--- src/rtl/key_debounce.sv ---
// key_debounce: synchronises and debounces the three front-panel push keys
// and the 4-bit switch bank feeding the adder/display block. Each key gets a
// four-state press/release FSM that yields a clean active-low level and a
// single-clock press pulse. The switch bank is filtered as one 4-bit word.
// A change is accepted only after DEB_CYCLES consecutive matching
// synchronised samples. Total latency is DEB_CYCLES+2 clocks from the raw pin.
module key_debounce #(
  parameter int DEB_CYCLES = 1000000,
  parameter int CNT_W      = 20
) (
  input  logic       clk,
  input  logic       rst,
  input  logic       key_a_raw,
  input  logic       key_b_raw,
  input  logic       key_cal_raw,
  input  logic [3:0] sw_raw,
  output logic       key_a,
  output logic       key_b,
  output logic       key_cal,
  output logic       key_a_pls,
  output logic       key_b_pls,
  output logic       key_cal_pls,
  output logic [3:0] sw_dig
);

  // The sample that opens a wait is the first of the DEB_CYCLES, so the
  // counter accepts when it already holds DEB_CYCLES-2 further samples.
  localparam logic [CNT_W-1:0] CNT_LAST = CNT_W'(DEB_CYCLES - 2);
  localparam logic [CNT_W-1:0] CNT_MAX  = CNT_W'(DEB_CYCLES - 1);

  typedef enum logic [1:0] {
    REL   = 2'd0,
    PWAIT = 2'd1,
    PRS   = 2'd2,
    RWAIT = 2'd3
  } key_st_e;

  // Increment that sticks at DEB_CYCLES-1 instead of wrapping.
  function automatic logic [CNT_W-1:0] cnt_sat_inc(input logic [CNT_W-1:0] c);
    return (c >= CNT_MAX) ? CNT_MAX : c + 1'b1;
  endfunction

  logic [2:0] key_raw;
  logic [2:0] key_sync_p0;
  logic [2:0] key_sync_p1;
  logic [2:0] key_lvl;
  logic [2:0] key_pls;

  assign key_raw = {key_cal_raw, key_b_raw, key_a_raw};

  // ---- stage p0/p1: two-flop synchronisers, keys idle high (released)
  always_ff @(posedge clk or negedge rst) begin
    if (!rst) begin
      key_sync_p0 <= 3'b111;
      key_sync_p1 <= 3'b111;
    end else begin
      key_sync_p0 <= key_raw;
      key_sync_p1 <= key_sync_p0;
    end
  end

  // ---- decision stage: one independent FSM per key
  for (genvar k = 0; k < 3; k++) begin : g_key
    key_st_e          st;
    key_st_e          st_nx;
    logic [CNT_W-1:0] cnt;
    logic [CNT_W-1:0] cnt_nx;
    logic             lvl;
    logic             lvl_nx;
    logic             pls;
    logic             pls_nx;
    logic             in_s;

    assign in_s = key_sync_p1[k];

    // State, counter and registered level/pulse.
    always_ff @(posedge clk or negedge rst) begin
      if (!rst) begin
        st  <= REL;
        cnt <= '0;
        lvl <= 1'b1;
        pls <= 1'b0;
      end else begin
        st  <= st_nx;
        cnt <= cnt_nx;
        lvl <= lvl_nx;
        pls <= pls_nx;
      end
    end

    // Next state: any contrary sample during a wait falls back to the
    // settled state, so bounce restarts the count.
    always_comb begin
      st_nx  = st;
      cnt_nx = cnt;
      case (st)
        REL: begin
          if (!in_s) begin
            st_nx  = PWAIT;
            cnt_nx = '0;
          end
        end
        PWAIT: begin
          if (in_s) begin
            st_nx  = REL;
            cnt_nx = '0;
          end else if (cnt == CNT_LAST) begin
            st_nx  = PRS;
            cnt_nx = '0;
          end else begin
            cnt_nx = cnt_sat_inc(cnt);
          end
        end
        PRS: begin
          if (in_s) begin
            st_nx  = RWAIT;
            cnt_nx = '0;
          end
        end
        RWAIT: begin
          if (!in_s) begin
            st_nx  = PRS;
            cnt_nx = '0;
          end else if (cnt == CNT_LAST) begin
            st_nx  = REL;
            cnt_nx = '0;
          end else begin
            cnt_nx = cnt_sat_inc(cnt);
          end
        end
        default: begin
          st_nx  = REL;
          cnt_nx = '0;
        end
      endcase
    end

    // Outputs: level follows accepted transitions, pulse only on press.
    always_comb begin
      lvl_nx = lvl;
      pls_nx = 1'b0;
      if (st == PWAIT && st_nx == PRS) begin
        lvl_nx = 1'b0;
        pls_nx = 1'b1;
      end else if (st == RWAIT && st_nx == REL) begin
        lvl_nx = 1'b1;
      end
    end

    assign key_lvl[k] = lvl;
    assign key_pls[k] = pls;
  end

  assign key_a       = key_lvl[0];
  assign key_b       = key_lvl[1];
  assign key_cal     = key_lvl[2];
  assign key_a_pls   = key_pls[0];
  assign key_b_pls   = key_pls[1];
  assign key_cal_pls = key_pls[2];

  logic [3:0]       sw_sync_p0;
  logic [3:0]       sw_sync_p1;
  logic [3:0]       sw_cand;
  logic [CNT_W-1:0] sw_cnt;

  // ---- stage p0/p1: switch synchronisers, then word-wide debounce
  always_ff @(posedge clk or negedge rst) begin
    if (!rst) begin
      sw_sync_p0 <= '0;
      sw_sync_p1 <= '0;
      sw_cand    <= '0;
      sw_cnt     <= '0;
      sw_dig     <= '0;
    end else begin
      sw_sync_p0 <= sw_raw;
      sw_sync_p1 <= sw_sync_p0;
      if (sw_sync_p1 != sw_cand) begin
        sw_cand <= sw_sync_p1;
        sw_cnt  <= '0;
      end else if (sw_cand != sw_dig) begin
        if (sw_cnt == CNT_LAST) begin
          sw_dig <= sw_cand;
          sw_cnt <= '0;
        end else begin
          sw_cnt <= cnt_sat_inc(sw_cnt);
        end
      end else begin
        sw_cnt <= '0;
      end
    end
  end

endmodule

--- config.mk ---
export PLATFORM = sky130hd
export DESIGN_NAME = key_debounce
export DESIGN_NICKNAME = d
export VERILOG_FILES = /design/src/rtl/key_debounce.sv
export SDC_FILE = /design/constraint.sdc
export NUM_CORES = 1
export LEC_CHECK = 0
export CORE_ASPECT_RATIO = 0.75
export CORE_MARGIN = 4
export CORE_UTILIZATION = 40
export CTS_CLUSTER_DIAMETER = 200
export DETAILED_ROUTE_END_ITERATION = 16
export SYNTH_ARGS = -nofsm -noshare
export SYNTH_HDL_FRONTEND = slang
export SYNTH_SLANG_ARGS = --single-unit
--- constraint.sdc ---
create_clock -name clk -period 3 [get_ports clk]
set_input_delay 0.45 -clock clk [delete_from_list [all_inputs] [get_ports clk]]
set_output_delay 0.45 -clock clk [all_outputs]
set_load 0.005 [all_outputs]
==> results of run 1 <==
==> final timing paths <==
path	startpoint	end	slack (ns)	depth (start not counted)
min in group clk	sw_sync_p0[3]$_DFF_PN0_	sw_sync_p1[3]$_DFF_PN0_	0.34	0
worst max register to register	g_key[1].cnt[13]$_DFFE_PN0P_	g_key[1].cnt[3]$_DFFE_PN0P_	0.32	5
worst max-delay path	g_key[1].cnt[13]$_DFFE_PN0P_	g_key[1].cnt[3]$_DFFE_PN0P_	0.32	5
max in group asynchronous	rst	key_sync_p0[2]$_DFF_PN1_	2.17	2
worst min register to register	sw_sync_p0[3]$_DFF_PN0_	sw_sync_p1[3]$_DFF_PN0_	0.34	0
worst min-delay path	rst	sw_cnt[2]$_DFF_PN0_	0.04	1
==> critical path, delay by kind of cell (launching register included) <==
family	cells	cell delay, ns
AO/OA/AOI/OAI	2	0.73
flip-flops	1	0.43
AND/OR/NAND/NOR	3	1.40
==> registers in the layout, summed over array words and instances (netlist names), 3 cells and up <==
name / cells
sw_cand: 4
sw_sync_p1: 4
sw_cnt: 20
sw_dig: 4
key_sync_p0: 3
g_key.st: 6
g_key.cnt: 60
sw_sync_p0: 4
key_sync_p1: 3
==> metal layers <==
layer / global-route usage (%) / vias to the layer above / share of wire [%]
met1: 25.69 / 2390 / 51
met3: 4.488 / 11 / 4.3
li1: - / 2386 / -
met4: 4.695 / 0 / 0.80
met5: 0 / - / 0
met2: 24.62 / 106 / 44
==> synth_stat cells (all sizes together), types with 15 or more instances <==
master / number
a21o: 18
a21oi: 25
a22o: 24
and3: 28
clkbuf: 23
dfrtp: 105
inv: 15
nand2: 47
nand3: 44
nand4: 23
nor2: 22
nor3: 22
o21ai: 65
xnor2: 25
==> per-stage QoR <==
| step | cells | worst slack, ns | utilization, % | power, W | instance area [µm²] |
|---|---|---|---|---|---|
| final | 857 | 0.3224 | 47.75 | 0.003617 | 6947 |
| after CTS | 857 | 0.3291 | 47.75 | 0.003662 | 6947 |
| after global placement | 825 | 0.4104 | 43.96 | 0.001768 | 6396 |
| after detailed placement | 825 | 0.3753 | 43.96 | 0.001772 | 6396 |
| after floorplan | 622 | 0.7357 | - | 0.001693 | 5971 |
| after global routing | 857 | 0.2106 | 47.75 | 0.003771 | 6947 |
==> power by group <==
| part | internal (W) | switching, W |
|---|---|---|
| clock | 0.00118 | 0.000696 |
| combinational | 0.0000547 | 0.0000966 |
| sequential | 0.00156 | 0.0000278 |
| total | 0.00280 | 0.000820 |
==> cells by family after synthesis <==
| logic type | Yosys count |
|---|---|
| compound gates | 184 |
| xor+xnor | 37 |
| fa+ha+maj | 8 |
| buf+inv | 42 |
| flops | 114 |
| mux | 6 |
| simple gates | 231 |
==> area by class of cell <==
| class | instances | area, µm² | share of cell area, % |
|---|---|---|---|
| sequential | 114 | 2864 | 41.23 |
| multi-input combinational | 466 | 2945 | 42.40 |
| clock buffer | 23 | 467.9 | 6.736 |
| tap | 200 | 250.2 | 3.602 |
| inverter | 15 | 56.30 | 0.8105 |
| timing repair buffer | 30 | 280.3 | 4.035 |
| clock inverter | 9 | 82.58 | 1.189 |
==> impl_metrics.py, run 1 <==
metrics = {
    "clock_tree": {
        "clk_pin_slew_worst_paths_ns": 0.05,
        "cts_root_buf": "clkbuf_16",
        "ctsLongestPathBuffers": 2,
        "cts_tree": "yes",
        "ctsHoldBuffers": 0,
        "htreeDepth": 4,
        "clk_latency_ns": 0.41,
        "post_cts_buffers": 0,
        "clock-sinks": 114,
        "cts_buffers": 17,
        "post_cts_resized": 0,
    },
    "drt": {
        "drc": 0,
        "first_pass_iters": 5,
        "ant_nets": 0,
        "finalWirelength_um": 13650,
        "routedWlPerCell_um": 15.92,
        "num_vias": 4893,
        "drt_iter0_markers": 305,
        "viasPerCell": 5.709,
    },
    "yosys": {
        "synth_compound_area_share_pct": 20.20,
        "synth_top_area_cell": "dfrtp_1",
        "yosysSeqAreaShare_pct": 47.97,
        "yosys_warnings": 0,
        "synth_xor_area_share_pct": 5.427,
        "ys_dominant_reg_cell": "dfrtp_1",
        "synth_seq_cells": 114,
        "synth_top_family_by_area": "simple AND/OR/NAND/NOR gates",
        "synth_nets": 639,
        "synth-edff-count": 0,
        "netlist_area_um2": 5971,
        "synthMuxAreaShare_pct": 1.090,
        "syn-instance-count": 622,
        "async_flop_share_pct": 100.0,
        "synthDominantCellAreaShare_pct": 44.01,
        "synth_fa_ha_area_share_pct": 1.676,
        "avgSynthCellArea_um2": 9.599,
        "synth_cell_types": 50,
        "synthTopCellsByArea": "dfrtp_1, o21ai_0, dfstp_2",
        "synthSimpleGateAreaFrac_pct": 20.93,
    },
    "global_route": {
        "grt_pass1_wl_um": 23520,
        "grt_pass1_vias": 4652,
        "grt_use_total_pct": 17.17,
        "antenna_found_initial": 0,
        "overflow": 0,
        "grt_max_degree": 49,
    },
    "floorplanning": {
        "start_util_pct": 41.04,
        "ioPinCount": 19,
        "rows": 38,
        "die_area_um2": 16970,
        "die_w_um": 149.1,
        "dieHeight_um": 113.8,
        "core_region_area_um2": 14550,
    },
    "power_and_ir_drop": {
        "power_leakage_nw": 2.902,
        "powerDensity_nw_per_um2": 520.7,
        "irDropWorstVdd_uv": 370.0,
    },
    "cells_and_area": {
        "final_layout_size_suffix_gt1_share_pct": 9.589,
        "num_antenna_cells": 0,
        "syn_to_final_growth_pct": 16.35,
        "layout_common_cells": "dfrtp_1, o21ai_0, nand2_1, nand3_1, and3_1",
        "fill_cells": 1367,
        "final_common_cell": "dfrtp_1",
        "nets": 661,
    },
    "place": {
        "dp_hpwl_um": 9320,
        "place.gp.congestion": 0.8463,
        "port_buffers": 18,
    },
    "timing": {
        "final_max_slew_viol_count": 0,
        "setup_viol": 0,
        "fin_crit_sh_pct": 89.25,
        "period_needed_ns": 2.678,
        "fin_hold_ws_ns": 0.04180,
        "tightest_slew_ns": 0.9581,
        "timing.fmax_mhz": 373.5,
        "fin_skew_ns": 0.008923,
        "rsz0062_at_grt": "no",
        "slew_headroom_pct": 35.89,
        "fin_setup_tns_ns": 0,
        "hold_viol": 0,
    },
    "setup_path": {
        "worstPathMaxFanout": 24,
        "critPathKind": "register to register",
        "cp.arrival_ns": 2.96,
        "critPathCaptureType": "register",
        "slowest_stage": "or4_1",
        "startpoint_type": "register",
        "worst_ep_required_time_ns": 3.29,
        "path_cells": "or4_1, or4b_4, o21a_1, and3_1, a221o_1",
        "critical-path-max-stage-delay_ns": 0.58,
    },
    "run_status": {
        "status": "finished, final reports clean",
    },
    "run": {
        "drv_cap": 0,
    },
    "worst_hold_path": {
        "hold_path.class": "input pin to async pin",
    },
}
(Power assumes the default switching activity.)
==> run 2: changes to the inputs <==
--- a/config.mk
+++ b/config.mk
@@ -10,6 +10,9 @@
 export CORE_UTILIZATION = 40
 export CTS_CLUSTER_DIAMETER = 200
 export DETAILED_ROUTE_END_ITERATION = 16
+export DONT_BUFFER_PORTS = 1
+export PLACE_DENSITY = 0.62
+export REMOVE_ABC_BUFFERS = 1
 export SYNTH_ARGS = -nofsm -noshare
 export SYNTH_HDL_FRONTEND = slang
 export SYNTH_SLANG_ARGS = --single-unit
==> impl_metrics.py, run 2 (synthesis results as in run 1) <==
metrics = {
    "run_status": {
        "status": "finished, violations left",
        "violations": "hold timing",
    },
    "timing": {
        "fin_hold_ws_ns": -0.2579,
        "hold_viol": 107,
        "fin_skew_ns": 0.01650,
        "slew_headroom_pct": 39.19,
        "fin_crit_sh_pct": 89.08,
        "rsz0062_at_grt": "no",
        "final_max_slew_viol_count": 0,
        "period_needed_ns": 2.672,
        "setup_viol": 0,
        "timing.fmax_mhz": 374.2,
        "tightest_slew_ns": 0.9089,
        "fin_setup_tns_ns": 0,
    },
    "global_route": {
        "gr-usage-met3_pct": 3.257,
        "use_met2_pct": 24.50,
        "antenna_found_initial": 0,
        "grt_util_met1_pct": 23.81,
        "overflow": 0,
        "grt_max_degree": 115,
        "grt_use_total_pct": 16.27,
        "busiest_layer": "met2",
        "grt_pass1_vias": 4506,
        "grt_pass1_wl_um": 22570,
    },
    "drt": {
        "first_pass_iters": 5,
        "routedWlPerCell_um": 16.04,
        "viasPerCell": 5.817,
        "drt_iter0_markers": 381,
        "drc": 0,
        "ant_nets": 0,
        "finalWirelength_um": 13430,
        "num_vias": 4869,
    },
    "clock_tree": {
        "htreeDepth": 4,
        "cts_buffers": 17,
        "ctsLongestPathBuffers": 2,
        "cts_tree": "yes",
        "clock-sinks": 114,
        "clk_latency_ns": 0.41,
        "post_cts_resized": 0,
        "post_cts_buffers": 0,
        "clk_pin_slew_worst_paths_ns": 0.05,
        "cts_root_buf": "clkbuf_16",
    },
    "cells_and_area": {
        "final_area_um2": 6785,
        "seqCellArea_um2": 2864,
        "syn_to_final_growth_pct": 13.64,
        "largest_reg_flops": 60,
        "num_antenna_cells": 0,
        "fill_cells": 1403,
        "multi_input_area_um2": 2945,
        "layout_common_cells": "dfrtp_1, o21ai_0, nand2_1, nand3_1, and3_1",
        "final_common_cell": "dfrtp_1",
        "top_register": "g_key.cnt",
        "nets": 641,
        "final_layout_size_suffix_gt1_share_pct": 9.105,
        "reg_top3": "g_key.cnt (60), sw_cnt (20), g_key.st (6)",
        "post-route-util_pct": 46.64,
        "fin_cells": 837,
    },
    "setup_path": {
        "cp.arrival_ns": 2.95,
        "worst-path-buf-inv": 0,
        "worstPathMaxFanout": 24,
        "startpoint_type": "register",
        "slowest_stage": "or4_1",
        "critPathKind": "register to register",
        "critPathTopFamily": "simple AND/OR/NAND/NOR gates",
        "path_cells": "or4_1, or4b_4, o21a_1, and3_1, a221o_1",
        "critical-path-max-stage-delay_ns": 0.57,
        "worst_ep_required_time_ns": 3.28,
        "critPathCaptureType": "register",
    },
    "place": {
        "placed_area_um2": 6191,
        "place_inst": 805,
        "dp_hpwl_um": 8863,
        "port_buffers": 0,
        "place.gp.congestion": 0.8577,
    },
    "power_and_ir_drop": {
        "irDropWorstVdd_uv": 413.3,
        "power_leakage_nw": 2.847,
        "powerDensity_nw_per_um2": 552.1,
        "p_total_w": 0.003746,
    },
    "floorplanning": {
        "die_area_um2": 16970,
        "die_w_um": 149.1,
        "rows": 38,
        "ioPinCount": 19,
        "dieHeight_um": 113.8,
        "core_region_area_um2": 14550,
        "start_util_pct": 41.04,
    },
    "run": {
        "drv_cap": 0,
    },
    "worst_hold_path": {
        "hold_path.class": "input pin to async pin",
    },
}
-- run 2: cell type report --
class	instances	share of cell area (%)
clock buffer	26	7.210
inverter	15	0.8298
tap	200	3.688
multi-input combinational	466	43.41
timing repair buffer	10	1.106
sequential	114	42.21
clock inverter	6	1.549
-- run 2: final timing paths --
check                                             startpoint                            to  slack, ns  cells past startpoint
worst min-delay path                                     rst  g_key[2].cnt[13]$_DFFE_PN0P_      -0.26                      0
max in group asynchronous                                rst      key_sync_p1[1]$_DFF_PN1_       2.96                      0
worst min register to register      key_sync_p0[2]$_DFF_PN1_      key_sync_p1[2]$_DFF_PN1_       0.35                      0
worst max register to register  g_key[1].cnt[13]$_DFFE_PN0P_   g_key[1].cnt[4]$_DFFE_PN0P_       0.33                      5
worst max-delay path            g_key[1].cnt[13]$_DFFE_PN0P_   g_key[1].cnt[4]$_DFFE_PN0P_       0.33                      5
min in group clk                                   key_a_raw      key_sync_p0[0]$_DFF_PN1_       0.05                      0
-- run 2: power breakdown --
| group | switching [W] | internal, W | total, W |
|---|---|---|---|
| Sequential | 0.0000281 | 0.00157 | 0.00159 |
| Clock | 0.000676 | 0.00137 | 0.00205 |
| Combinational | 0.0000649 | 0.0000423 | 0.000107 |
| Total | 0.000769 | 0.00298 | 0.00375 |
-- run 2: metal layers --
layer  wire (µm)  share of wire (%)
met1        6664                 50
met2        6100                 45
met3         589                4.4
met4          74               0.55
met5           0                  0
-- run 2: metrics by stage --
| stage | hold WS [ns] | worst slack [ns] |
|---|---|---|
| after floorplan | 0.1544 | 0.5910 |
| after global placement | 0.1576 | 0.4205 |
| after detailed placement | 0.1584 | 0.3508 |
| after CTS | -0.2733 | 0.3446 |
| after global routing | -0.2758 | 0.1904 |
| final | -0.2579 | 0.3277 |
==> run 3: changes to the inputs <==
--- a/config.mk
+++ b/config.mk
@@ -13,6 +13,7 @@
 export DONT_BUFFER_PORTS = 1
 export PLACE_DENSITY = 0.62
 export REMOVE_ABC_BUFFERS = 1
+export SLEW_MARGIN = 30
 export SYNTH_ARGS = -nofsm -noshare
 export SYNTH_HDL_FRONTEND = slang
 export SYNTH_SLANG_ARGS = --single-unit
==> constraint.sdc (replaced) <==
create_clock -name clk -period 3.2 [get_ports clk]
set_input_delay 0.48 -clock clk [delete_from_list [all_inputs] [get_ports clk]]
set_output_delay 0.48 -clock clk [all_outputs]
set_load 0.005 [all_outputs]
==> impl_metrics.py, run 3 (synthesis results as in run 1) <==
metrics = {
    "power_and_ir_drop": {
        "swShare_pct": 21.38,
        "clkPwrFrac_pct": 52.9,
        "p_switching_w": 0.0007370,
        "seqPwrFrac_pct": 43.4,
        "power_frac_comb_pct": 3.7,
        "p_int_w": 0.002710,
        "powerDensity_nw_per_um2": 510.1,
        "irDropWorstVdd_uv": 353.5,
        "power_leakage_nw": 2.830,
    },
    "drt": {
        "routedWlPerCell_um": 15.84,
        "finalWirelength_um": 13210,
        "num_vias": 4839,
        "first_pass_iters": 4,
        "drt_iter0_markers": 383,
        "drc": 0,
        "ant_nets": 0,
        "viasPerCell": 5.802,
    },
    "setup_path": {
        "r2r_start": "g_key[1].cnt[13]$_DFFE_PN0P_",
        "cp.arrival_ns": 2.96,
        "critPathKind": "register to register",
        "worst_ep_required_time_ns": 3.49,
        "r2r-end": "g_key[1].cnt[3]$_DFFE_PN0P_",
        "crit_path_end": "g_key[1].cnt[3]$_DFFE_PN0P_",
        "reg2reg_slack_ns": 0.53,
        "startpoint_type": "register",
        "critPathCaptureType": "register",
        "worstPathMaxFanout": 24,
        "r2r_cells": 5,
        "crit_start": "g_key[1].cnt[13]$_DFFE_PN0P_",
    },
    "clock_tree": {
        "cts_tree": "yes",
        "clk_pin_slew_worst_paths_ns": 0.05,
        "cts_buffers": 17,
        "ctsLongestPathBuffers": 2,
        "clock-sinks": 114,
        "htreeDepth": 4,
        "clk_latency_ns": 0.41,
        "cts_root_buf": "clkbuf_16",
        "post_cts_resized": 0,
    },
    "cells_and_area": {
        "top_register": "g_key.cnt",
        "syn_to_final_growth_pct": 13.18,
        "fin_cells": 834,
        "num_antenna_cells": 0,
        "post-route-util_pct": 46.45,
        "final_area_um2": 6758,
        "largest_reg_flops": 60,
        "nets": 638,
        "final_common_cell": "dfrtp_1",
        "reg_top3": "g_key.cnt (60), sw_cnt (20), g_key.st (6)",
        "layout_common_cells": "dfrtp_1, o21ai_0, nand2_1, nand3_1, and3_1",
        "final_layout_size_suffix_gt1_share_pct": 8.675,
    },
    "floorplanning": {
        "core_region_area_um2": 14550,
        "start_util_pct": 41.04,
        "rows": 38,
        "die_area_um2": 16970,
        "ioPinCount": 19,
        "dieHeight_um": 113.8,
        "die_w_um": 149.1,
    },
    "timing": {
        "slew_headroom_pct": 36.46,
        "setup_viol": 0,
        "hold_viol": 9,
        "period_needed_ns": 2.667,
        "tightest_slew_ns": 0.9444,
        "fin_skew_ns": 0.01006,
        "rsz0062_at_grt": "no",
        "fin_setup_tns_ns": 0,
        "timing.fmax_mhz": 374.9,
        "fin_hold_ws_ns": -0.01908,
        "fin_crit_sh_pct": 83.35,
        "final_max_slew_viol_count": 0,
    },
    "global_route": {
        "grt_pass1_vias": 4495,
        "grt_use_total_pct": 16.17,
        "grt_max_degree": 115,
        "antenna_found_initial": 0,
        "overflow": 0,
        "grt_pass1_wl_um": 22320,
    },
    "run_status": {
        "status": "finished, violations left",
        "violations": "hold timing",
    },
    "place": {
        "dp_hpwl_um": 8731,
        "place_inst": 801,
        "port_buffers": 0,
        "placed_area_um2": 6161,
        "place.gp.congestion": 0.8511,
    },
    "worst_hold_path": {
        "hold_path.class": "input pin to async pin",
    },
    "run": {
        "drv_cap": 0,
    },
}
==> run 3: cell count changes in the layout (fill, tap and decap cells not counted) <==
cell,delta
clkinv_2,+1
buf_4,-4
buf_16,+1
bufinv_16,-1
==> run 3: worst min path at each step <==
stage / start / end / slack, ns / cells after the start
2_1_floorplan: rst / g_key[0].cnt[0]$_DFFE_PN0P_ / 0.18 / 0
3_3_place_gp: rst / g_key[2].cnt[15]$_DFFE_PN0P_ / 0.19 / 0
3_5_place_dp: rst / g_key[2].cnt[15]$_DFFE_PN0P_ / 0.19 / 0
4_1_cts: rst / g_key[2].cnt[15]$_DFFE_PN0P_ / 0.04 / 1
5_1_grt: key_a_raw / key_sync_p0[0]$_DFF_PN1_ / 0.05 / 0
6_report: rst / g_key[2].cnt[11]$_DFFE_PN0P_ / -0.02 / 1
==> run 3: power groups by stage <==
stage | combinational (W) | clock (W) | sequential [W]
floorplan | 0.0000725 | 0 | 0.00151
global placement | 0.0000956 | 0 | 0.00152
detailed placement | 0.0000971 | 0 | 0.00152
CTS | 0.000131 | 0.00187 | 0.00149
global route | 0.000148 | 0.00194 | 0.00150
finish | 0.000129 | 0.00182 | 0.00149
==> run 3: final cells by class <==
class / count / area [µm²]
Timing Repair Buffer: 7 / 72.57
Clock buffer: 26 / 489.2
Sequential cell: 114 / 2864
Clock inverter: 6 / 80.08
Tap cell: 200 / 250.2
Multi-Input combinational cell: 466 / 2945
Fill cell: 1372 / 7791
Inverter: 15 / 56.30
==> run 3: critical path, cell delays in order (launching register included) <==
cell,delay (ns)
dfrtp_1,0.42
or4_1,0.57
or4b_4,0.52
o21a_1,0.48
and3_1,0.32
a221o_1,0.25
==> run 3: per-layer routing <==
layer,wire length (µm),up-vias,global-route usage (%)
met1,6655,2361,23.70
met4,211,0,6.951
met5,0,-,0
li1,-,2345,-
met3,592,18,3.098
met2,5746,115,23.38
==> run 3: repair_timing <==
item,in CTS,in global routing
hold endpoints to repair,114,0
hold buffers,1,0
setup buffers,0,0
==> run 3: per-stage QoR <==
step | setup WS [ns] | power, W
final | 0.5327 | 0.003447
after global routing | 0.3883 | 0.003588
after CTS | 0.5851 | 0.003499
after detailed placement | 0.5961 | 0.001615
after global placement | 0.6109 | 0.001612
after floorplan | 0.7910 | 0.001582
